--- config.mk ---
export PLATFORM = sky130hd
export DESIGN_NAME = controller_cmd_decoder
export DESIGN_NICKNAME = d
export VERILOG_FILES = /design/src/rtl/controller_pkg.sv /design/src/rtl/controller_debounce.sv /design/src/rtl/controller_cmd_decoder.sv
export SDC_FILE = /design/constraint.sdc
export NUM_CORES = 1
export LEC_CHECK = 0
export ABC_AREA = 1
export CORE_ASPECT_RATIO = 2
export CORE_MARGIN = 4
export CORE_UTILIZATION = 55
export DETAILED_ROUTE_END_ITERATION = 12
export GPL_ROUTABILITY_DRIVEN = 1
export HOLD_SLACK_MARGIN = 0.1
export PLACE_DENSITY = 0.83
export SLEW_MARGIN = 25
export SYNTH_ARGS = -nofsm -noshare
export SYNTH_HDL_FRONTEND = slang
export SYNTH_SLANG_ARGS = --single-unit
--- constraint.sdc ---
create_clock -name clock_50 -period 2.8 [get_ports clock_50]
set_input_delay 0.42 -clock clock_50 [delete_from_list [all_inputs] [get_ports clock_50]]
set_output_delay 0.42 -clock clock_50 [all_outputs]
set_load 0.005 [all_outputs]
--- src/rtl/controller_pkg.sv ---
// Shared definitions for the pad command decoder: button bit positions,
// command encodings, direction FSM states and the direction priority resolver.
package controller_pkg;

  localparam int unsigned NUM_BTN   = 11;

  localparam int unsigned BTN_UP    = 0;
  localparam int unsigned BTN_DOWN  = 1;
  localparam int unsigned BTN_LEFT  = 2;
  localparam int unsigned BTN_RIGHT = 3;
  localparam int unsigned BTN_A     = 4;
  localparam int unsigned BTN_B     = 5;
  localparam int unsigned BTN_C     = 6;
  localparam int unsigned BTN_START = 7;
  localparam int unsigned BTN_X     = 8;
  localparam int unsigned BTN_Y     = 9;
  localparam int unsigned BTN_Z     = 10;

  typedef enum logic [2:0] {
    CmdNone     = 3'd0,
    CmdUp       = 3'd1,
    CmdDown     = 3'd2,
    CmdLeft     = 3'd3,
    CmdRight    = 3'd4,
    CmdCleanOn  = 3'd5,
    CmdCleanOff = 3'd6,
    CmdHome     = 3'd7
  } cmd_t;

  typedef enum logic [1:0] {
    StIdle,
    StFirst,
    StRepeat
  } dir_state_t;

  // Highest-priority held direction: up > down > left > right.
  // dirs is {right, left, down, up}, i.e. bits [3:0] of the button word.
  function automatic cmd_t resolve_dir(input logic [3:0] dirs);
    if (dirs[BTN_UP]) begin
      return CmdUp;
    end else if (dirs[BTN_DOWN]) begin
      return CmdDown;
    end else if (dirs[BTN_LEFT]) begin
      return CmdLeft;
    end else if (dirs[BTN_RIGHT]) begin
      return CmdRight;
    end
    return CmdNone;
  endfunction

endpackage

--- src/rtl/controller_debounce.sv ---
// Stability filter for the 11-bit pad word: the output only takes a new word
// once the same sample has been seen on STABLE_CYCLES consecutive edges.
module controller_debounce
  import controller_pkg::*;
#(
  parameter int unsigned STABLE_CYCLES = 4
) (
  input  logic               clock_50,
  input  logic               reset_key,
  input  logic [NUM_BTN-1:0] buttons_in,
  output logic [NUM_BTN-1:0] buttons_stable
);

  localparam int unsigned CntW = $clog2(STABLE_CYCLES + 1);

  logic [NUM_BTN-1:0] sample_q;
  logic [NUM_BTN-1:0] stable_q;
  logic [CntW-1:0]    cnt_q, cnt_d;
  logic               load;

  // Run length of identical samples; restarts at 1 on any change, saturates.
  always_comb begin
    cnt_d = cnt_q;
    if (buttons_in != sample_q) begin
      cnt_d = CntW'(1);
    end else if (cnt_q != CntW'(STABLE_CYCLES)) begin
      cnt_d = cnt_q + CntW'(1);
    end
    load = (cnt_d == CntW'(STABLE_CYCLES));
  end

  // Sample, run counter and accepted word registers.
  always_ff @(posedge clock_50) begin
    if (reset_key) begin
      sample_q <= '0;
      cnt_q    <= '0;
      stable_q <= '0;
    end else begin
      sample_q <= buttons_in;
      cnt_q    <= cnt_d;
      if (load) begin
        stable_q <= buttons_in;
      end
    end
  end

  assign buttons_stable = stable_q;

endmodule

--- src/rtl/controller_cmd_decoder.sv ---
// Turns filtered pad presses into single robot commands over a one-deep
// valid/ready slot. Directions emit on press/change and, when the
// CMD_AUTOREPEAT_EN macro is defined, auto-repeat while held.
// Start toggles pause, which mutes direction commands only.
module controller_cmd_decoder
  import controller_pkg::*;
#(
  parameter int unsigned STABLE_CYCLES = 4,
  parameter int unsigned HOLD_DELAY    = 25_000_000,
  parameter int unsigned REPEAT_PERIOD = 10_000_000
) (
  input  logic               clock_50,
  input  logic               reset_key,
  input  logic [NUM_BTN-1:0] buttons_in,
  output logic               cmd_valid,
  output logic [2:0]         cmd,
  input  logic               cmd_ready,
  output logic               paused,
  output logic [NUM_BTN-1:0] buttons_stable
);

  // Event buttons whose rising edges matter: {start, C, B, A}.
  logic [3:0] evt_now, evt_prev_q, evt_rise;
  logic       paused_q;
  cmd_t       res_dir;

  dir_state_t state_q, state_d;
  cmd_t       dir_q, dir_d;
  logic       dir_emit;
  cmd_t       emit_cmd;

  logic       cmd_valid_q, cmd_valid_d;
  logic [2:0] cmd_q, cmd_d;

  controller_debounce #(
    .STABLE_CYCLES(STABLE_CYCLES)
  ) u_debounce (
    .clock_50      (clock_50),
    .reset_key     (reset_key),
    .buttons_in    (buttons_in),
    .buttons_stable(buttons_stable)
  );

  assign evt_now  = {buttons_stable[BTN_START], buttons_stable[BTN_C],
                     buttons_stable[BTN_B], buttons_stable[BTN_A]};
  assign evt_rise = evt_now & ~evt_prev_q;
  assign res_dir  = resolve_dir(buttons_stable[3:0]);

  // Previous event-button levels for 0->1 detection, and the pause toggle.
  always_ff @(posedge clock_50) begin
    if (reset_key) begin
      evt_prev_q <= '0;
      paused_q   <= 1'b0;
    end else begin
      evt_prev_q <= evt_now;
      if (evt_rise[3]) begin
        paused_q <= ~paused_q;
      end
    end
  end

`ifdef CMD_AUTOREPEAT_EN
  localparam int unsigned HoldW = $clog2(HOLD_DELAY + 1);
  localparam int unsigned RepW  = $clog2(REPEAT_PERIOD + 1);

  logic [HoldW-1:0] hold_cnt_q, hold_cnt_d;
  logic [RepW-1:0]  rep_cnt_q, rep_cnt_d;

  // Hold and repeat counters; each only runs in its own FSM state.
  always_ff @(posedge clock_50) begin
    if (reset_key) begin
      hold_cnt_q <= '0;
      rep_cnt_q  <= '0;
    end else begin
      hold_cnt_q <= hold_cnt_d;
      rep_cnt_q  <= rep_cnt_d;
    end
  end
`else
  // Timing parameters have no effect without auto-repeat.
  logic unused_timing;
  assign unused_timing = ^{HOLD_DELAY, REPEAT_PERIOD};
`endif

  // Direction FSM state register.
  always_ff @(posedge clock_50) begin
    if (reset_key) begin
      state_q <= StIdle;
      dir_q   <= CmdNone;
    end else begin
      state_q <= state_d;
      dir_q   <= dir_d;
    end
  end

  // Direction FSM next state: follows the resolved direction and flags emits.
  // The FSM keeps tracking while paused; muting happens at emit selection.
  always_comb begin
    state_d  = state_q;
    dir_d    = dir_q;
    dir_emit = 1'b0;
`ifdef CMD_AUTOREPEAT_EN
    hold_cnt_d = hold_cnt_q;
    rep_cnt_d  = rep_cnt_q;
`endif
    if (res_dir == CmdNone) begin
      state_d = StIdle;
      dir_d   = CmdNone;
`ifdef CMD_AUTOREPEAT_EN
      hold_cnt_d = '0;
      rep_cnt_d  = '0;
`endif
    end else if (state_q == StIdle || res_dir != dir_q) begin
      state_d  = StFirst;
      dir_d    = res_dir;
      dir_emit = 1'b1;
`ifdef CMD_AUTOREPEAT_EN
      hold_cnt_d = '0;
      rep_cnt_d  = '0;
`endif
    end
`ifdef CMD_AUTOREPEAT_EN
    else begin
      case (state_q)
        StFirst: begin
          if (hold_cnt_q + HoldW'(1) == HoldW'(HOLD_DELAY)) begin
            state_d    = StRepeat;
            hold_cnt_d = '0;
            rep_cnt_d  = '0;
            dir_emit   = 1'b1;
          end else begin
            hold_cnt_d = hold_cnt_q + HoldW'(1);
          end
        end
        StRepeat: begin
          if (rep_cnt_q + RepW'(1) == RepW'(REPEAT_PERIOD)) begin
            rep_cnt_d = '0;
            dir_emit  = 1'b1;
          end else begin
            rep_cnt_d = rep_cnt_q + RepW'(1);
          end
        end
        default: ;
      endcase
    end
`endif
  end

  // Pick this cycle's emission: an unmuted direction beats A/B/C.
  always_comb begin
    emit_cmd = CmdNone;
    if (dir_emit && !paused_q) begin
      emit_cmd = res_dir;
    end else if (evt_rise[0]) begin
      emit_cmd = CmdCleanOn;
    end else if (evt_rise[1]) begin
      emit_cmd = CmdCleanOff;
    end else if (evt_rise[2]) begin
      emit_cmd = CmdHome;
    end
  end

  // One-deep slot: load when free or being drained, otherwise drop the emit.
  always_comb begin
    cmd_valid_d = cmd_valid_q;
    cmd_d       = cmd_q;
    if (emit_cmd != CmdNone && (!cmd_valid_q || cmd_ready)) begin
      cmd_valid_d = 1'b1;
      cmd_d       = emit_cmd;
    end else if (cmd_valid_q && cmd_ready) begin
      cmd_valid_d = 1'b0;
    end
  end

  // Command slot registers.
  always_ff @(posedge clock_50) begin
    if (reset_key) begin
      cmd_valid_q <= 1'b0;
      cmd_q       <= '0;
    end else begin
      cmd_valid_q <= cmd_valid_d;
      cmd_q       <= cmd_d;
    end
  end

  assign cmd_valid = cmd_valid_q;
  assign cmd       = cmd_q;
  assign paused    = paused_q;

endmodule
==> flow_metrics.tcl, run 1 <==
set metrics [dict create \
    status "complete, no violations" \
    cp-start-kind "primary input" \
    fmax_mhz 522 \
    power_frac_clock 0.381 \
    area_delta_synth_final_pct 24.8 \
    power_leakage_nw 0.949 \
    crit_required_ns 3.03 \
    path_buf_inv 1 \
    post_cts_buffers 0 \
    clockBufferDepth 2 \
    worstMarginPinSlew_ns 0.584 \
    initial_core_util 0.578 \
    crit_family "simple AND/OR/NAND/NOR gates" \
    ctsResizeCount 0 \
    final.setup.tns_ns 0 \
    top_usage_layer "met2" \
    gp_congestion 0.780 \
    combPwrFrac 0.067 \
    cts_tree "done" \
    dp_cells 275 \
    crit_path_end_kind "register" \
    io_buffers 29 \
    dp.final_hpwl_mm 2.41 \
    grt_use_met2 0.322 \
    die_area_mm2 0.00393 \
    wl_per_cell_um 11.3 \
    vias_per_cell 4.88 \
    vdd_drop_max_mv 0.499 \
    antenna_cells 0 \
    fin_crit_sh 0.685 \
    routed_wl_mm 3.20 \
    final_max_slew_viol_count 0 \
    cp_data_arrival_time_ns 2.15 \
    synth.yosys.warnings 0 \
    register_area_um2 761 \
    pwr-share-seq 0.551 \
    grt_use_total 0.190 \
    rsz0062_at_grt "no" \
    fillers 219 \
    clock_sinks 38 \
    clk_pin_slew_ns 0.07 \
    path_max_fanout 19 \
    grt.overflow.total 0 \
    placementRows 27 \
    max_stage_delay_ns 0.52 \
    drt-initial-drc-count 28 \
    cts_buffers 5 \
    globalRouteMet3Util 0.0472 \
    hold_path.class "register to register" \
    final_cell_mix "54 x nor2_1, 40 x nand2_1, 38 x dfxtp_1, 37 x inv_1, 29 x clkdlybuf4s50_1" \
    grtUsageMet1 0.200 \
    path_class "primary input to register" \
    die_h_um 84.8 \
    p_sw_frac 0.222 \
    finalWorstPathRequiredPeriod_ns 1.92 \
    ctsHoldBuffers 0 \
    avgSynthCellArea_um2 7.37 \
    drive_gt1_frac 0.0630 \
    dpl_cell_area_mm2 0.00193 \
    grt_pass1_vias 1302 \
    synthCells 220 \
    setup_viol 0 \
    grt_pass1_wl_mm 5.49 \
    skew_ns 0.00773 \
    ant_nets 0 \
    ioPinCount 30 \
    grt_max_degree 20 \
    cts_root_buf "clkbuf_8" \
    p_per_area_mw_per_mm2 496 \
    core-area_mm2 0.00280 \
    vias 1382 \
    synthesis.nets 236 \
    cts_max_level 2 \
    p_switching_mw 0.223 \
    ys_types 23 \
    antenna_found_initial 0 \
    crit_path_frequent_cell "nor2_1" \
    first_pass_iters 4 \
    synth_area_mm2 0.00162 \
    die_w_um 46.4 \
    post-route-drc-count 0 \
    multiInputGateArea_um2 699 \
    ys_ff_latch 38 \
    finalNetCount 269 \
    design_area_mm2 0.00202 \
    crit_slowest_cell "clkdlybuf4s50_1" \
    path_cells "clkdlybuf4s50_1, xnor2_1, nand2_1, nor3_4, nand4_4, nor2_4, nor2_1, nor2_1" \
    hold_violations 0 \
    insertion_delay_ns 0.29 \
    final_common_cell "nor2_1" \
    seq_area_frac_synth 0.469 \
    p_int_mw 0.781 \
    max_cap_viol_count 0 \
    slew_headroom 0.610 \
    stdcell_count 283 \
]
flip-flops by register name, indices dropped and copies added, names as in the netlist:
| register | count |
|---|---|
| state_q | 1 |
| dir_q | 3 |
| cmd | 3 |
| u_debounce.cnt_q | 3 |
| cmd_valid | 1 |
| paused | 1 |
| u_debounce.sample_q | 11 |
| u_debounce.buttons_stable | 11 |
| evt_prev_q | 4 |
final cells by class:
class / instances / share of cell area
inverter: 37 / 0.0686
timing repair buffer: 30 / 0.147
tap: 29 / 0.0179
clock buffer: 7 / 0.0426
multi-input combinational: 141 / 0.345
sequential: 38 / 0.376
clock inverter: 1 / 0.00247
cells in the mapped netlist, drive strengths merged:
cell | n | share of area
xnor2 | 9 | 0.049
ha | 2 | 0.015
nand3 | 9 | 0.028
inv | 37 | 0.086
nand3b | 1 | 0.0046
xor2 | 3 | 0.016
o211ai | 1 | 0.0046
nand4 | 2 | 0.017
buf | 1 | 0.0069
nor3 | 5 | 0.025
a21oi | 5 | 0.015
nand2 | 41 | 0.096
clkbuf | 3 | 0.0069
dfxtp | 38 | 0.47
o21ai | 4 | 0.012
o22ai | 1 | 0.0039
nor2 | 58 | 0.14
worst paths after layout:
| kind | startpoint | to | slack (ns) | cells after the start |
|---|---|---|---|---|
| min | cmd[1] | cmd[1] | 0.46 | 2 |
| max | buttons_in[5] | u_debounce.buttons_stable[7] | 0.88 | 8 |
| min reg2reg | cmd[1] | cmd[1] | 0.46 | 2 |
| max reg2reg | u_debounce.cnt_q[0] | u_debounce.buttons_stable[7] | 1.06 | 8 |
power by group through the flow:
stage | Combinational [mW] | Sequential (mW) | Clock [mW]
6_report | 0.0677 | 0.554 | 0.383
5_1_grt | 0.0742 | 0.554 | 0.411
2_1_floorplan | 0.0351 | 0.565 | 0
4_1_cts | 0.0685 | 0.554 | 0.391
3_3_place_gp | 0.0667 | 0.566 | 0
3_5_place_dp | 0.0680 | 0.566 | 0
metrics by stage:
stage	setup slack, ns	utilization	power (mW)	hold WS [ns]
3_3_place_gp	0.612	0.689	0.633	0.447
4_1_cts	0.875	0.722	1.01	0.466
2_1_floorplan	1.29	-	0.600	0.454
5_1_grt	0.687	0.722	1.04	0.492
3_5_place_dp	0.579	0.689	0.634	0.455
6_report	0.883	0.722	1.00	0.459
layer usage:
| layer | share of wire | routed length, um |
|---|---|---|
| met3 | 0.041 | 130 |
| met4 | 0.036 | 116 |
| met5 | 0 | 0 |
| met1 | 0.37 | 1170 |
| met2 | 0.56 | 1780 |
tightest hold or removal path, cell delays in order (launching register included):
cell     delay (ns)
dfxtp_1        0.31
nand2_1        0.06
a21oi_1        0.05
cells by family (layout without fill, tap and decap cells):
| kind of cell | count (synthesis) | after routing | share of synthesized area |
|---|---|---|---|
| and+or+nand+nor | 116 | 116 | 0.315 |
| buffers and inverters | 41 | 75 | 0.0995 |
| DFF | 38 | 38 | 0.469 |
| xor gates and xnor gates | 12 | 12 | 0.0648 |
| AOI/OAI and AO/OA | 11 | 11 | 0.0363 |
| adders and majority gates | 2 | 2 | 0.0154 |
(Power assumes the default switching activity.)
==> inputs of run 2 (changes only) <==
--- a/config.mk
+++ b/config.mk
@@ -8,11 +8,11 @@
 export ABC_AREA = 1
 export CORE_ASPECT_RATIO = 2
 export CORE_MARGIN = 4
-export CORE_UTILIZATION = 55
+export CORE_UTILIZATION = 51
 export DETAILED_ROUTE_END_ITERATION = 12
 export GPL_ROUTABILITY_DRIVEN = 1
 export HOLD_SLACK_MARGIN = 0.1
-export PLACE_DENSITY = 0.83
+export PLACE_DENSITY = 0.78
 export SLEW_MARGIN = 25
 export SYNTH_ARGS = -nofsm -noshare
 export SYNTH_HDL_FRONTEND = slang
==> constraint.sdc (replaced) <==
create_clock -name clock_50 -period 1.85 [get_ports clock_50]
set_input_delay 0.2775 -clock clock_50 [delete_from_list [all_inputs] [get_ports clock_50]]
set_output_delay 0.2775 -clock clock_50 [all_outputs]
set_load 0.005 [all_outputs]
==> run 2 against run 1 <==
Effect of this change:
- highest routed layer unchanged
- combinational power up 82%
- worst hold slack about the same
- setup slack worse by 0.78 ns
- global-route usage down 0.64 points
- largest cell class unchanged
- largest power group unchanged
- critical path depth unchanged
- critical endpoint is now u_debounce.buttons_stable[2]
- core utilization down 1.1 points
- register-to-register slack worse by 0.87 ns
==> flow_metrics.tcl, run 2 (same netlist as run 1, synthesis figures left out) <==
set metrics [dict create \
    status "complete, no violations" \
    die_h_um 87.7 \
    antenna_found_initial 0 \
    fmax_mhz 571 \
    placementRows 28 \
    drive_gt1_frac 0.112 \
    ctsHoldBuffers 0 \
    vias_per_cell 4.77 \
    ioPinCount 30 \
    core-area_mm2 0.00301 \
    ctsResizeCount 0 \
    slew_headroom 0.761 \
    initial_core_util 0.538 \
    cts_buffers 5 \
    final_cell_mix "54 x nor2_1, 40 x nand2_1, 38 x dfxtp_1, 37 x inv_1, 29 x clkdlybuf4s50_1" \
    final_common_cell "nor2_1" \
    final_max_slew_viol_count 0 \
    hold_violations 0 \
    ant_nets 0 \
    cts_root_buf "clkbuf_8" \
    post-route-drc-count 0 \
    gp_congestion 0.776 \
    cts_tree "done" \
    hold_path.class "register to register" \
    cp_data_arrival_time_ns 1.92 \
    cp-start-kind "primary input" \
    p_total_mw 1.50 \
    grt.overflow.total 0 \
    finalNetCount 284 \
    path_cells "clkdlybuf4s50_1, xnor2_1, nand2_1, nor3_4, nand4_4, buf_12, nor2_1, nor2_1" \
    holdWs_ns 0.459 \
    clk_pin_slew_ns 0.07 \
    crit_slowest_cell "clkdlybuf4s50_1" \
    post_cts_buffers 0 \
    antenna_cells 0 \
    crit_path_frequent_cell "nor2_1" \
    max_stage_delay_ns 0.46 \
    fin_crit_sh 0.946 \
    area_delta_synth_final_pct 32.1 \
    setup_viol 0 \
    path_max_fanout 14 \
    die_area_mm2 0.00420 \
    max_cap_viol_count 0 \
    p_per_area_mw_per_mm2 701 \
    clock_sinks 38 \
    grt_max_degree 18 \
    highest_layer "met4" \
    skew_ns 0.00401 \
    crit_required_ns 2.02 \
    worstMarginPinSlew_ns 0.358 \
    clockBufferDepth 2 \
    rsz0062_at_grt "no" \
    crit_path_end_kind "register" \
    wl_per_cell_um 11.2 \
    wl_met1_mm 1.27 \
    dp.final_hpwl_mm 2.54 \
    routed-wl-met2_mm 1.91 \
    final.setup.tns_ns 0 \
    vdd_drop_max_mv 0.671 \
    path_class "primary input to register" \
    path_buf_inv 2 \
    finalWorstPathRequiredPeriod_ns 1.75 \
    die_w_um 47.9 \
    power_leakage_nw 1.02 \
    grt_pass1_wl_mm 5.47 \
    vias 1416 \
    grt_pass1_vias 1347 \
    stdcell_count 297 \
    wl_met3_um 98 \
    crit_family "simple AND/OR/NAND/NOR gates" \
    insertion_delay_ns 0.28 \
    routed_wl_mm 3.34 \
    dp_cells 291 \
    first_pass_iters 4 \
    cts_max_level 2 \
    drt-initial-drc-count 18 \
    io_buffers 29 \
    grt_use_total 0.184 \
]
-- run 2: path summary, 6_finish.rpt --
path	from	endpoint	slack [ns]	cells past startpoint
hold reg to reg	cmd[1]	cmd[1]	0.46	2
setup / recovery	buttons_in[5]	u_debounce.buttons_stable[2]	0.1	8
hold / removal	cmd[1]	cmd[1]	0.46	2
setup reg to reg	u_debounce.cnt_q[0]	u_debounce.buttons_stable[2]	0.19	8
-- run 2: report_power, final --
group          switching (mW)  internal [mW]
Clock                   0.252          0.287
Sequential            0.00664          0.832
Combinational          0.0566         0.0662
Total                   0.316           1.19
-- run 2: through the flow --
stage | setup slack [ns] | util | cell area (um^2)
3_5_place_dp | -0.0973 | 0.684 | 2060
3_3_place_gp | -0.0216 | 0.684 | 2060
4_1_cts | 0.112 | 0.711 | 2140
2_1_floorplan | 0.343 | - | 1620
6_report | 0.0999 | 0.711 | 2140
5_1_grt | 0.0159 | 0.711 | 2140
-- run 2: layer usage --
metal	vias to the layer above	global-route usage
met5	-	0
met4	0	0.0858
met3	6	0.0453
met2	24	0.332
met1	633	0.180
li1	753	-
-- run 2: layout make-up --
class,instances,area [um^2]
Timing Repair Buffer,45,423
Multi-Input combinational cell,141,699
Inverter,37,139
Fill cell,245,871
Clock buffer,6,82.6
Sequential cell,38,761
Tap cell,30,37.5
-- run 2: tightest hold or removal path: cells and delay by family (launching register included) --
kind,cells,cell delay [ns]
flip-flops,1,0.31
AND/OR/NAND/NOR,1,0.06
AO/OA/AOI/OAI,1,0.05
